<file path="config.mk">
export PLATFORM = sky130hd
export DESIGN_NAME = weight_replay_buffer
export DESIGN_NICKNAME = d
export VERILOG_FILES = /design/src/rtl/weight_replay_pkg.sv /design/src/rtl/weight_replay_mem.sv /design/src/rtl/weight_replay_buffer.sv
export SDC_FILE = /design/constraint.sdc
export NUM_CORES = 1
export LEC_CHECK = 0
export CAP_MARGIN = 10
export CORE_ASPECT_RATIO = 0.9
export CORE_MARGIN = 2
export CORE_UTILIZATION = 32
export CTS_BUF_LIST = sky130_fd_sc_hd__clkbuf_4 sky130_fd_sc_hd__clkbuf_8
export DETAILED_ROUTE_END_ITERATION = 10
export GPL_TIMING_DRIVEN = 0
export PLACE_DENSITY = 0.55
export SYNTH_ARGS = -nofsm -noshare
export SYNTH_HDL_FRONTEND = slang
export SYNTH_SLANG_ARGS = --single-unit
</file>
<file path="constraint.sdc">
create_clock -name clk -period 2.24 [get_ports clk]
set_clock_uncertainty 0.05 [all_clocks]
set_input_delay 0.448 -clock clk [delete_from_list [all_inputs] [get_ports clk]]
set_output_delay 0.448 -clock clk [all_outputs]
set_load 0.01 [all_outputs]
</file>
<file path="src/rtl/weight_replay_pkg.sv">
`default_nettype none
// +--------------------------------------------------------------------------+
// | weight_replay_pkg                                                        |
// | Shared state type and counter-width helper for the weight replay buffer. |
// | Revision: 1.0                                                            |
// +--------------------------------------------------------------------------+
package weight_replay_pkg;

    typedef enum logic [0:0] {
        FILL   = 1'b0,
        REPLAY = 1'b1
    } replay_state_t;

    // Bits needed to hold values 0..n-1; never less than one bit.
    function automatic int cnt_width(input int n);
        return (n > 1) ? $clog2(n) : 1;
    endfunction

endpackage
`default_nettype wire

</file>
<file path="src/rtl/weight_replay_mem.sv">
`default_nettype none
// +--------------------------------------------------------------------------+
// | weight_replay_mem                                                        |
// | DEPTH x WIDTH flop array, one write port, one combinational read port.   |
// | Revision: 1.0                                                            |
// +--------------------------------------------------------------------------+
module weight_replay_mem
    import weight_replay_pkg::*;
#(
    parameter int DEPTH = 32,
    parameter int WIDTH = 16,
    parameter int ADDR_W = cnt_width(DEPTH)
) (
    input  logic              clk,
    input  logic              i_we,
    input  logic [ADDR_W-1:0] i_wr_addr,
    input  logic [WIDTH-1:0]  i_wr_data,
    input  logic [ADDR_W-1:0] i_rd_addr,
    output logic [WIDTH-1:0]  o_rd_data
);

    // Contents are not reset: a fresh capture always overwrites every entry
    // before any of them is read back.
    logic [WIDTH-1:0] r_mem [DEPTH];

    always_ff @(posedge clk) begin
        if (i_we) begin
            r_mem[i_wr_addr] <= i_wr_data;
        end
    end

    assign o_rd_data = r_mem[i_rd_addr];

endmodule
`default_nettype wire

</file>
<file path="src/rtl/weight_replay_buffer.sv">
`default_nettype none
// +--------------------------------------------------------------------------+
// | weight_replay_buffer                                                     |
// | Captures one DEPTH-beat weight tensor, then replays it REPEAT times.     |
// | Option: WEIGHT_REPLAY_PASSTHRU_EN forwards pass 0 while capturing.       |
// | Revision: 1.0                                                            |
// +--------------------------------------------------------------------------+
module weight_replay_buffer
    import weight_replay_pkg::*;
#(
    parameter int WEIGHT_PRECISION_0       = 16,
    parameter int WEIGHT_PARALLELISM_DIM_0 = 1,
    parameter int WEIGHT_PARALLELISM_DIM_1 = 1,
    parameter int DEPTH                    = 32,
    parameter int REPEAT                   = 4
) (
    input  logic clk,
    input  logic rst,
    input  logic [WEIGHT_PARALLELISM_DIM_0*WEIGHT_PARALLELISM_DIM_1-1:0][WEIGHT_PRECISION_0-1:0] data_in,
    input  logic data_in_valid,
    output logic data_in_ready,
    output logic [WEIGHT_PARALLELISM_DIM_0*WEIGHT_PARALLELISM_DIM_1-1:0][WEIGHT_PRECISION_0-1:0] data_out,
    output logic data_out_valid,
    input  logic data_out_ready,
    output logic [cnt_width(REPEAT+1)-1:0] pass_idx
);

    localparam int c_BEAT_W = WEIGHT_PRECISION_0 * WEIGHT_PARALLELISM_DIM_0 * WEIGHT_PARALLELISM_DIM_1;
    localparam int c_PTR_W  = cnt_width(DEPTH);
    localparam int c_PASS_W = cnt_width(REPEAT + 1);

    replay_state_t        r_state;
    replay_state_t        w_next_state;
    logic [c_PTR_W-1:0]   r_wr_ptr;
    logic [c_PTR_W-1:0]   r_rd_ptr;
    logic [c_PASS_W-1:0]  r_pass_idx;
    logic [c_BEAT_W-1:0]  w_rd_data;
    logic                 w_in_ready;
    logic                 w_out_valid;
    logic [c_BEAT_W-1:0]  w_out_data;
    logic                 w_wr_en;
    logic                 w_rd_fire;
    logic                 w_wr_last;
    logic                 w_rd_last;
    logic                 w_pass_last;
    logic                 w_fill_done;

    assign w_wr_last   = (r_wr_ptr == c_PTR_W'(DEPTH - 1));
    assign w_rd_last   = (r_rd_ptr == c_PTR_W'(DEPTH - 1));
    assign w_pass_last = (r_pass_idx == c_PASS_W'(REPEAT - 1));

    weight_replay_mem #(
        .DEPTH  (DEPTH),
        .WIDTH  (c_BEAT_W),
        .ADDR_W (c_PTR_W)
    ) u_mem (
        .clk       (clk),
        .i_we      (w_wr_en),
        .i_wr_addr (r_wr_ptr),
        .i_wr_data (data_in),
        .i_rd_addr (r_rd_ptr),
        .o_rd_data (w_rd_data)
    );

    always_ff @(posedge clk or posedge rst) begin
        if (rst) begin
            r_state <= FILL;
        end else begin
            r_state <= w_next_state;
        end
    end

    always_comb begin
        w_next_state = r_state;
        w_in_ready   = 1'b0;
        w_out_valid  = 1'b0;
        w_out_data   = w_rd_data;
        w_wr_en      = 1'b0;
        w_rd_fire    = 1'b0;
        w_fill_done  = 1'b0;
        case (r_state)
            FILL: begin
`ifdef WEIGHT_REPLAY_PASSTHRU_EN
                w_in_ready  = data_out_ready;
                w_out_valid = data_in_valid;
                w_out_data  = data_in;
`else
                w_in_ready  = 1'b1;
`endif
                w_wr_en     = data_in_valid && w_in_ready;
                w_fill_done = w_wr_en && w_wr_last;
`ifdef WEIGHT_REPLAY_PASSTHRU_EN
                // Pass 0 already went out during capture; a single-pass
                // configuration therefore has nothing left to replay.
                if (w_fill_done && (REPEAT > 1)) begin
                    w_next_state = REPLAY;
                end
`else
                if (w_fill_done) begin
                    w_next_state = REPLAY;
                end
`endif
            end
            REPLAY: begin
                w_out_valid = 1'b1;
                w_rd_fire   = data_out_ready;
                if (w_rd_fire && w_rd_last && w_pass_last) begin
                    w_next_state = FILL;
                end
            end
            default: begin
                w_next_state = FILL;
            end
        endcase
    end

    always_ff @(posedge clk or posedge rst) begin
        if (rst) begin
            r_wr_ptr   <= '0;
            r_rd_ptr   <= '0;
            r_pass_idx <= '0;
        end else begin
            if (w_wr_en) begin
                r_wr_ptr <= w_wr_last ? '0 : r_wr_ptr + c_PTR_W'(1);
            end
`ifdef WEIGHT_REPLAY_PASSTHRU_EN
            if (w_fill_done && (REPEAT > 1)) begin
                r_pass_idx <= c_PASS_W'(1);
            end
`endif
            if (w_rd_fire) begin
                r_rd_ptr <= w_rd_last ? '0 : r_rd_ptr + c_PTR_W'(1);
                if (w_rd_last) begin
                    r_pass_idx <= w_pass_last ? '0 : r_pass_idx + c_PASS_W'(1);
                end
            end
        end
    end

    assign data_in_ready  = w_in_ready;
    assign data_out_valid = w_out_valid;
    assign data_out       = w_out_data;
    assign pass_idx       = r_pass_idx;

endmodule
`default_nettype wire

</file>
Yosys cells after proc, flatten, opt, wreduce, memory -nomap -nowiden
Memories as Yosys holds them, arrays and structs flattened.
Cells that the tools add are included.
{ "op_classes": {"n_addsub": 3, "eq_ne": 3, "mux": 12, "bitwise_logic": 1, "reduce_logical": 4} }
{ "op_table": {"columns": ["op", "n"], "rows": [
  ["adder 5 x 1 -> 5 bit, second input constant", 2],
  ["equality test 5 bit, second input constant", 2],
  ["2-to-1 mux 5 bit", 2],
  ["2-to-1 mux 1 bit", 8],
  ["adder 3 x 1 -> 3 bit, second input constant", 1],
  ["equality test 3 x 2 -> 1 bit, second input constant", 1],
  ["logical AND 1 bit", 3],
  ["2-to-1 mux 3 bit", 1],
  ["case mux 1 bit (2 select lines)", 1],
  ["AND reduction 2 bit", 1],
  ["inverter 1 bit", 1]
]} }
{ "totals": {"reg_bits": 14, "ramBits": 512, "inputBits": 20, "memories": 1} }
{ "memory_table": {"columns": ["memory", "depth", "width", "read_ports", "rd_clocked_by_memory_dff", "wr", "line_no", "rtl"], "rows": [
  ["u_mem.r_mem", 32, 16, 1, 0, 1, "weight_replay_mem.sv:24", "logic [WIDTH-1:0] r_mem [DEPTH];"]
]} }

Logic depth before layout (Yosys ltp)
Gate-level depths: netlist of the first run.
{ "logic_depth": {"ltp_word": 5, "ltp_mapped": 8, "depth_no_buf": 6} }

By module
Synthesis of the first run repeated with hierarchy kept, for this count alone.
{ "hier_totals": {"cells_unflattened": 1195, "hier_area_um2": 20911.3} }
{ "by_module_without_submodules": {"columns": ["module", "instances", "cells_each", "area_per_inst_um2"], "rows": [
  ["weight_replay_mem", 1, 1127, 20215.6],
  ["weight_replay_buffer", 1, 68, 695.7]
]} }

Worst setup path after synthesis of the first run
No wires, ideal clock.
{ "synth_path": {"path_kind": "register -> output", "startpoint": "register r_rd_ptr[0]", "endpoint": "output port data_out[10] in the netlist's numbering", "t_arrival_ns": 1.765, "required_ns": 1.742, "setup_slack_ns": -0.023, "stages_incl_launch_ff": 6, "path_buffers": 2, "cell_sequence": "dfrtp_1 -> buf_6 -> buf_4 -> mux4_1 -> a2111oi_2 -> a21oi_1"} }
{ "synth_lines": {"columns": ["item", "line_no", "rtl"], "rows": [
  ["from (decl)", "weight_replay_buffer.sv:35", "logic [c_PTR_W-1:0] r_rd_ptr;"],
  ["from (signal assigned)", "weight_replay_buffer.sv:132", "r_rd_ptr <= w_rd_last ? '0 : r_rd_ptr + c_PTR_W'(1);"],
  ["to (decl)", "weight_replay_buffer.sv:22", "output logic [WEIGHT_PARALLELISM_DIM_0*WEIGHT_PARALLELISM_DIM_1-1:0][WEIGHT_PRECISION_0-1:0] data_out,"]
]} }

==> results of run 1 <==
[power by group through the flow]
stage	clock, W	sequential [W]	combinational, W
finish	0.00805	0.0115	0.00945
global route	0.00862	0.0115	0.0100
CTS	0.00822	0.0115	0.00902
detailed placement	0	0.0117	0.00734
global placement	0	0.0117	0.00710
floorplan	0	0.0116	0.00451
[synthesized netlist by cell type (6+ instances only)]
cell type / instances
o221ai_1: 16
buf_6: 10
a21oi_1: 32
a22oi_1: 17
clkbuf_1: 25
buf_2: 6
edfxtp_1: 512
o21ai_0: 10
mux4_2: 78
nand3_1: 7
o22ai_1: 15
mux4_1: 17
ha_1: 8
dfrtp_1: 14
nor2_1: 38
a2111oi_2: 14
a22o_1: 16
nand2_1: 13
mux2i_1: 65
[what timing repair did]
item / CTS / global route
pin swaps: 39 / 30
setup buffers: 28 / 22
cloned: 4 / 0
gates resized for setup: 263 / 57
endpoints found under the setup margin: 413 / 63
[stage by stage]
stage	util	power (W)	setup TNS, ps	setup WS (ps)
global placement	0.348	0.0188	-719200	-1690
floorplan	-	0.0161	-111	-10.3
CTS	0.402	0.0287	-19300	-1290
global route	0.411	0.0302	-19740	-1290
detailed placement	0.358	0.0190	-348960	-1700
finish	0.411	0.0290	-17830	-1190
[layout make-up]
type	instances	area [sq um]	share of cell area
Buffer	53	519	0.0201
Clock buffer	113	1410	0.0546
Clock inverter	41	224	0.00866
Inverter	5	18.8	0.000725
Multi-Input combinational cell	378	5290	0.204
Sequential cell	526	15700	0.608
Tap cell	845	1060	0.0409
Timing Repair Buffer	132	1630	0.0628
[routing by layer]
layer | up-vias | GRT usage | routed length [microns]
li1 | 4519 | - | -
met4 | 0 | 0.0362 | 864
met2 | 374 | 0.240 | 23800
met1 | 5656 | 0.240 | 24300
met5 | - | 0 | 0
met3 | 75 | 0.0321 | 3780
[sequential cells by signal (all words and copies together), names as in the netlist]
register,count
u_mem.r_mem,512
r_rd_ptr,5
r_wr_ptr,5
pass_idx,3
r_state,1
[cells by family after synthesis]
kind of cell / after synthesis / synth area share
muxes: 164 / 0.142
and+or+nand+nor: 80 / 0.0183
adders and majority gates: 8 / 0.00490
AOI/OAI and AO/OA: 126 / 0.0474
DFF: 526 / 0.770
buffers and inverters: 58 / 0.0170
[critical path, delay by kind of cell, from the launching register on]
kind                   cells  cell delay [ps]
AO/OA/AOI/OAI              3              850
multiplexers               1              570
buffers and inverters      3              430
flip-flops                 1              420
[path summary, 6_finish.rpt]
kind	slack, ps	cells after the start	endpoint
setup reg to reg	50	4	u_mem.r_mem[19][9]
min in group clk	340	1	u_mem.r_mem[20][11]
max in group asynchronous	1600	2	r_rd_ptr[0]
setup / recovery	-1190	7	data_out[9]
hold reg to reg	490	1	pass_idx[2]
hold / removal	100	2	r_wr_ptr[1]
==> flow_metrics.py, run 1 <==
metrics = {
    "outcome": {
        "status": "finished, violations left",
        "violations": "setup timing",
    },
    "critical_path": {
        "crit_type": "reg2out",
        "crit_start": "r_rd_ptr[0]",
        "cpPeakStageDelay_ps": 570,
        "required_ps": 1740,
        "r2r_start": "r_wr_ptr[4]",
        "path_max_fanout": 5,
        "critical_path.endpoint_type": "primary output",
        "setup.worst_path.start_class": "flip-flop",
        "crit_arrival_ps": 2930,
        "path_cells": "buf_6 > buf_16 > mux4_2 > a22o_4 > a2111oi_4 > a21oi_2 > buf_2",
        "cp_slowest_cell": "mux4_2",
    },
    "finish": {
        "fin_area_sq_mm": 0.0259,
        "fin_cells": 2093,
        "finalNetCount": 1211,
        "drive_above_1_share": 0.421,
        "antenna_cells": 0,
        "syn_to_final_growth_pct": 26.7,
        "mostFrequentLayoutCells": "edfxtp_1 (512), mux4_2 (91), clkbuf_8 (90)",
        "fill_cells": 5579,
        "layout_commonest_cell": "edfxtp_1",
    },
    "routing": {
        "drt_iter0_drc": 910,
        "finalWirelength_microns": 52800,
        "drt_pass1_iterations": 7,
        "drc": 0,
        "num_vias": 10600,
        "ant_nets": 0,
        "wire_per_inst_microns": 25.2,
        "viasPerCell": 5.08,
    },
    "timing": {
        "period_needed_ps": 3430,
        "hold_viol": 0,
        "rsz0062_at_grt": "yes",
        "fmax_mhz": 291,
        "fin_crit_sh": 1.53,
        "maxSlewHeadroom": 0.409,
        "fin_ws_ps": -1190,
        "maxSlewViolCount": 0,
        "whs_ps": 103,
        "worstMarginPinSlew_ps": 883,
        "finalSetupViolations": 16,
    },
    "die": {
        "ios": 41,
        "die_h_microns": 244,
        "coreArea_sq_mm": 0.0629,
        "fp.dieW_microns": 270,
        "die-area_sq_mm": 0.0658,
        "rows": 87,
        "start_util": 0.324,
    },
    "clock_tree": {
        "cts_buffer_depth": 3,
        "clkSlewWorstSetupHoldPaths_ps": 60,
        "clock-root-buffer": "clkbuf_8",
        "cts_hold_repair.buffers": 0,
        "htree_levels": 3,
        "clk_latency_ps": 660,
        "numClockSinks": 526,
        "cts_tree": "built",
        "cts_buffers": 87,
    },
    "grt": {
        "grt_pass1_wl_microns": 75900,
        "grt_max_degree": 33,
        "grt_pass1_vias": 10700,
        "antenna_found_initial": 0,
        "overflow": 0,
        "grt_usage": 0.160,
    },
    "placement": {
        "place_area_sq_mm": 0.0225,
        "hpwl_microns": 34100,
        "place_inst": 1882,
        "place.gp.congestion": 0.754,
        "port_buffers": 40,
    },
    "synth": {
        "yosysTopAreaCellShare": 0.753,
        "synth_edf_count": 512,
        "synth-async-reset-ratio": 0.0266,
        "yosysTopAreaCell": "edfxtp_1",
        "syn_inst": 962,
        "synth_fp_nets": 990,
        "yosysWarningCount": 0,
        "synth_ff_type": "edfxtp_1",
        "yosysSeqAreaShare": 0.770,
        "syn_area_per_cell_sq_um": 21.2,
        "synth.distinct_cells": 41,
        "synthTopCellsByArea": "edfxtp_1 (75%), mux4_2 (8.6%), mux2i_1 (3.2%), mux4_1 (2.2%), dfrtp_1 (1.7%)",
        "synth-seq-cells": 526,
        "netlist_area_sq_mm": 0.0204,
    },
    "job": {
        "maxCapViolCount": 0,
    },
    "power_and_ir_drop": {
        "peakVddDrop_uv": 477,
        "clkPwrFrac": 0.278,
        "p_comb_frac": 0.326,
        "p_int_w": 0.0202,
        "netSwitchingFraction": 0.303,
        "seq_power_share": 0.396,
        "leakage_nw": 8.32,
        "p_sw_w": 0.00879,
        "power_density_mw_per_mm2": 1120,
    },
    "hold_path": {
        "hp-class": "in2async",
    },
}
No activity file was read; power rests on OpenSTA's default activity.
==> inputs of run 2 (changes only) <==
--- a/config.mk
+++ b/config.mk
@@ -7,7 +7,6 @@
 export LEC_CHECK = 0
 export CAP_MARGIN = 10
 export CORE_ASPECT_RATIO = 0.9
-export CORE_MARGIN = 2
 export CORE_UTILIZATION = 32
 export CTS_BUF_LIST = sky130_fd_sc_hd__clkbuf_4 sky130_fd_sc_hd__clkbuf_8
 export DETAILED_ROUTE_END_ITERATION = 10
==> constraint.sdc (replaced) <==
create_clock -name clk -period 3.05 [get_ports clk]
set_clock_uncertainty 0.05 [all_clocks]
set_input_delay 0.61 -clock clk [delete_from_list [all_inputs] [get_ports clk]]
set_output_delay 0.61 -clock clk [all_outputs]
set_load 0.01 [all_outputs]
==> flow_metrics.py, run 2 (synthesis gave the netlist of run 1 again) <==
metrics = {
    "critical_path": {
        "r2r-end": "u_mem.r_mem[0][3]",
        "crit_type": "reg2out",
        "required_ps": 2390,
        "critical_path.endpoint_type": "primary output",
        "path_max_fanout": 5,
        "r2r_cells": 5,
        "setup.worst_path.start_class": "flip-flop",
        "r2r_start": "r_state",
        "reg2reg_slack_ps": 550,
        "crit_arrival_ps": 2940,
    },
    "timing": {
        "maxSlewHeadroom": 0.234,
        "fin_ws_ps": -548,
        "maxSlewViolCount": 0,
        "finalSetupViolations": 16,
        "fin_crit_sh": 1.18,
        "fmax_mhz": 278,
        "worstMarginPinSlew_ps": 1140,
        "period_needed_ps": 3600,
        "hold_viol": 0,
        "rsz0062_at_grt": "yes",
    },
    "finish": {
        "reg_top3": "u_mem.r_mem (512), r_rd_ptr (5), r_wr_ptr (5)",
        "fin_area_sq_mm": 0.0255,
        "fill_cells": 5542,
        "top_register": "u_mem.r_mem",
        "mostFrequentLayoutCells": "edfxtp_1 (512), mux4_2 (91), clkbuf_8 (89)",
        "layout_commonest_cell": "edfxtp_1",
        "finalNetCount": 1193,
        "fin_cells": 2076,
        "syn_to_final_growth_pct": 24.8,
        "antenna_cells": 0,
        "drive_above_1_share": 0.400,
        "largest_reg_flops": 512,
    },
    "clock_tree": {
        "clkSlewWorstSetupHoldPaths_ps": 70,
        "cts_buffers": 86,
        "clk_latency_ps": 650,
        "numClockSinks": 526,
        "cts_buffer_depth": 3,
        "htree_levels": 3,
        "cts_hold_repair.buffers": 0,
        "cts_tree": "built",
        "clock-root-buffer": "clkbuf_8",
    },
    "grt": {
        "antenna_found_initial": 0,
        "grt_pass1_vias": 10400,
        "grt_pass1_wl_microns": 74600,
        "grt_max_degree": 33,
        "grt_usage": 0.162,
        "overflow": 0,
    },
    "placement": {
        "port_buffers": 40,
        "place_area_sq_mm": 0.0227,
        "place_inst": 1890,
        "hpwl_microns": 33900,
        "place.gp.congestion": 0.751,
    },
    "die": {
        "fp.dieW_microns": 268,
        "ios": 41,
        "rows": 87,
        "start_util": 0.325,
        "die-area_sq_mm": 0.0648,
        "coreArea_sq_mm": 0.0628,
        "die_h_microns": 242,
    },
    "outcome": {
        "status": "finished, violations left",
        "violations": "setup timing",
    },
    "power_and_ir_drop": {
        "clkPwrFrac": 0.287,
        "p_int_w": 0.0149,
        "seq_power_share": 0.396,
        "netSwitchingFraction": 0.301,
        "leakage_nw": 8.24,
        "p_sw_w": 0.00641,
        "p_comb_frac": 0.317,
        "power_density_mw_per_mm2": 836,
        "peakVddDrop_uv": 316,
    },
    "routing": {
        "finalWirelength_microns": 51900,
        "ant_nets": 0,
        "drc": 0,
        "wire_per_inst_microns": 25.0,
        "drt_pass1_iterations": 5,
        "drt_iter0_drc": 1047,
        "viasPerCell": 5.05,
        "num_vias": 10500,
    },
    "job": {
        "maxCapViolCount": 0,
    },
    "hold_path": {
        "hp-class": "in2async",
    },
}
[run 2: changes by cell type in the layout (fill, tap and decap cells not counted), moves of 9 or more]
cell	delta
nor2_4	-24
buf_4	-19
a22oi_1	-11
a21oi_1	+15
o221ai_2	-11
o221ai_1	+12
nor2_2	+24
a22oi_2	+11
o22ai_2	+9
clkinv_1	-16
clkbuf_4	+14
a21oi_2	-10
[run 2: metal layers]
layer / global-route usage / wire length, microns / vias up
met5: 0 / 0 / -
li1: - / - / 4472
met2: 0.227 / 23100 / 347
met3: 0.0375 / 3510 / 66
met4: 0.0403 / 873 / 0
met1: 0.250 / 24400 / 5600
[run 2: worst max-delay path by stage]
stage | start | to | slack (ps) | cells past startpoint
finish | r_rd_ptr[0] | data_out[1] | -550 | 8
global route | r_rd_ptr[0] | data_out[4] | -660 | 7
CTS | r_rd_ptr[0] | data_out[7] | -680 | 7
detailed placement | r_rd_ptr[2] | data_out[4] | -930 | 7
global placement | r_rd_ptr[2] | data_out[4] | -920 | 7
floorplan | r_rd_ptr[0] | data_out[10] | 620 | 5
[run 2: through the flow]
step | power (W) | util | hold WS [ps] | setup TNS (ps) | setup WS [ps]
after floorplan | 0.0118 | - | 449 | 0 | 625
after global placement | 0.0139 | 0.348 | 477 | -351620 | -917
after detailed placement | 0.0140 | 0.362 | 458 | -17510 | -931
after CTS | 0.0211 | 0.400 | 267 | -9810 | -680
after global routing | 0.0221 | 0.406 | 312 | -9440 | -664
final | 0.0213 | 0.406 | 299 | -7540 | -548
[run 2: final cells by class]
type	instances	area, sq um	area share
clock inverter	31	223	0.00874
sequential	526	15700	0.617
tap	845	1060	0.0415
inverter	5	18.8	0.000737
multi-input combinational	378	4950	0.194
buffer	52	509	0.0200
timing repair buffer	116	1510	0.0593
clock buffer	123	1480	0.0581
[run 2: critical path: stages (launching register included)]
cell	delay, ps
dfrtp_2	450
buf_4	150
buf_12	140
buf_6	100
mux4_2	550
a22o_4	300
a2111oi_4	320
a21oi_2	100
buf_2	170
[run 2: power groups by stage]
stage | Combinational [W] | Clock [W] | Sequential (W)
global placement | 0.00528 | 0 | 0.00857
floorplan | 0.00330 | 0 | 0.00854
CTS | 0.00643 | 0.00625 | 0.00843
global route | 0.00710 | 0.00656 | 0.00846
detailed placement | 0.00547 | 0 | 0.00857
finish | 0.00674 | 0.00612 | 0.00843
[run 2: repair_timing]
action | in CTS | in global routing
resized for setup | 207 | 63
setup buffers | 9 | 20
setup endpoints to repair | 16 | 16
pin swaps | 32 | 28
cloned | 4 | 2
==> inputs of run 3 (changes only) <==
--- a/config.mk
+++ b/config.mk
@@ -8,10 +8,12 @@
 export CAP_MARGIN = 10
 export CORE_ASPECT_RATIO = 0.9
 export CORE_UTILIZATION = 32
-export CTS_BUF_LIST = sky130_fd_sc_hd__clkbuf_4 sky130_fd_sc_hd__clkbuf_8
+export CTS_BUF_LIST = sky130_fd_sc_hd__clkbuf_16
 export DETAILED_ROUTE_END_ITERATION = 10
 export GPL_TIMING_DRIVEN = 0
 export PLACE_DENSITY = 0.55
+export RECOVER_POWER = 25
+export REMOVE_ABC_BUFFERS = 1
 export SYNTH_ARGS = -nofsm -noshare
 export SYNTH_HDL_FRONTEND = slang
 export SYNTH_SLANG_ARGS = --single-unit
==> flow_metrics.py, run 3 (synthesis gave the netlist of run 1 again) <==
metrics = {
    "clock_tree": {
        "clock-root-buffer": "clkbuf_16",
        "cts_buffer_depth": 3,
        "clk_latency_ps": 590,
        "cts_tree": "built",
        "numClockSinks": 526,
        "cts_buffers": 51,
        "clkSlewWorstSetupHoldPaths_ps": 60,
        "htree_levels": 2,
    },
    "power_and_ir_drop": {
        "netSwitchingFraction": 0.293,
        "leakage_nw": 8.17,
        "clkPwrFrac": 0.282,
        "p_int_w": 0.0152,
        "p_sw_w": 0.00628,
        "p_comb_frac": 0.323,
        "seq_power_share": 0.395,
        "peakVddDrop_uv": 414,
        "power_density_mw_per_mm2": 847,
    },
    "timing": {
        "maxSlewViolCount": 66,
        "finalSetupViolations": 16,
        "maxSlewHeadroom": -0.148,
        "fmax_mhz": 287,
        "hold_viol": 0,
        "worstMarginPinSlew_ps": 1720,
        "fin_ws_ps": -429,
        "fin_crit_sh": 1.14,
        "period_needed_ps": 3480,
        "rsz0062_at_grt": "yes",
    },
    "finish": {
        "layout_commonest_cell": "edfxtp_1",
        "finalCoreUtilization": 0.404,
        "top_register": "u_mem.r_mem",
        "finalNetCount": 1142,
        "fill_cells": 5507,
        "antenna_cells": 0,
        "largest_reg_flops": 512,
        "multi_input_area_sq_mm": 0.00492,
        "syn_to_final_growth_pct": 24.2,
        "drive_above_1_share": 0.344,
        "reg_top3": "u_mem.r_mem (512), r_rd_ptr (5), r_wr_ptr (5)",
        "final-seq-area_sq_mm": 0.0157,
        "mostFrequentLayoutCells": "edfxtp_1 (512), mux4_2 (91), mux2i_1 (62)",
    },
    "grt": {
        "grt_max_degree": 46,
        "grt_usage": 0.157,
        "overflow": 0,
        "grt_pass1_wl_microns": 72300,
        "grt_pass1_vias": 9939,
        "antenna_found_initial": 0,
    },
    "hold_path": {
        "hp-class": "reg2reg",
    },
    "routing": {
        "drc": 0,
        "wire_per_inst_microns": 25.4,
        "viasPerCell": 5.06,
        "ant_nets": 0,
        "finalWirelength_microns": 50700,
        "num_vias": 10100,
        "drt_iter0_drc": 894,
        "drt_pass1_iterations": 5,
    },
    "die": {
        "ios": 41,
        "start_util": 0.325,
        "die-area_sq_mm": 0.0648,
        "coreArea_sq_mm": 0.0628,
        "fp.dieW_microns": 268,
        "rows": 87,
        "die_h_microns": 242,
    },
    "critical_path": {
        "required_ps": 2390,
        "crit_type": "reg2out",
        "setup.worst_path.start_class": "flip-flop",
        "crit_arrival_ps": 2820,
        "critical_path.endpoint_type": "primary output",
        "path_max_fanout": 8,
    },
    "outcome": {
        "violations": "capacitance limit, slew limit, setup timing",
        "status": "finished, violations left",
    },
    "placement": {
        "place_ws_ps": -1520,
        "place.gp.congestion": 0.757,
        "port_buffers": 40,
        "hpwl_microns": 29600,
    },
    "job": {
        "maxCapViolCount": 2,
    },
}
run 3: cell count changes in the layout (fill, tap and decap cells not counted), moves of 9 or more:
cell / delta
buf_2: -12
dlygate4sd3_1: +9
inv_1: +11
clkbuf_16: +51
clkbuf_4: -45
clkbuf_8: -89
run 3: worst paths after layout:
| kind | from | end | slack, ps | cells after the start |
|---|---|---|---|---|
| max in group asynchronous | rst | r_rd_ptr[1] | 1930 | 2 |
| min in group asynchronous | rst | r_wr_ptr[0] | 510 | 2 |
| worst min register to register | pass_idx[2] | pass_idx[2] | 500 | 1 |
| worst min-delay path | pass_idx[2] | pass_idx[2] | 500 | 1 |
| worst max register to register | r_state | u_mem.r_mem[7][14] | 180 | 4 |
| worst max-delay path | r_rd_ptr[0] | data_out[15] | -430 | 7 |
run 3: routing by layer:
layer  share of wire  track usage  vias to the layer above
met5               0            0                        -
met1            0.47        0.237                     5427
met3           0.057       0.0268                       54
met4           0.016       0.0408                        0
li1                -            -                     4362
met2            0.46        0.232                      268
run 3: through the flow:
| step | total power [W] | setup TNS, ps | instance area, sq um | std cells | hold WS (ps) |
|---|---|---|---|---|---|
| 2_1_floorplan | 0.0114 | -107730 | 20100 | 909 | 449 |
| 3_3_place_gp | 0.0128 | -705040 | 21500 | 1794 | 477 |
| 3_5_place_dp | 0.0138 | -139280 | 22500 | 1839 | 475 |
| 4_1_cts | 0.0215 | -7030 | 25200 | 1984 | 352 |
| 5_1_grt | 0.0222 | -7120 | 25400 | 1998 | 531 |
| 6_report | 0.0215 | -5980 | 25400 | 1998 | 496 |
run 3: area by class of cell:
type / instances / area share
repair buffers: 152 / 0.0803
clock inverters: 40 / 0.0112
inverters: 5 / 0.000740
multi-input cells: 378 / 0.194
well taps: 845 / 0.0417
flip-flops and latches: 526 / 0.621
clock buffers: 52 / 0.0513
run 3: worst max-delay path, cell delays in order, from the launching register on:
cell       delay (ps)
dfrtp_4           460
buf_8             170
buf_4             140
mux4_1            560
a22o_4            260
a2111oi_4         320
a21oi_2           130
buf_2             170
run 3: power by group through the flow:
stage / logic [W] / registers [W] / clock network, W
final: 0.00693 / 0.00848 / 0.00606
after global routing: 0.00727 / 0.00850 / 0.00646
after floorplan: 0.00244 / 0.00897 / 0
after detailed placement: 0.00488 / 0.00889 / 0
after global placement: 0.00367 / 0.00917 / 0
after CTS: 0.00685 / 0.00848 / 0.00617
run 3: repair_timing:
| action | 4_1_cts | 5_1_grt |
|---|---|---|
| buffers inserted | 44 | 6 |
| endpoints found under the setup margin | 16 | 16 |
| endpoints found under the hold margin | 0 | 0 |
| hold buffers | 0 | 0 |
| gates resized for setup | 173 | 22 |
| pin swaps | 25 | 16 |
| cloned | 9 | 1 |
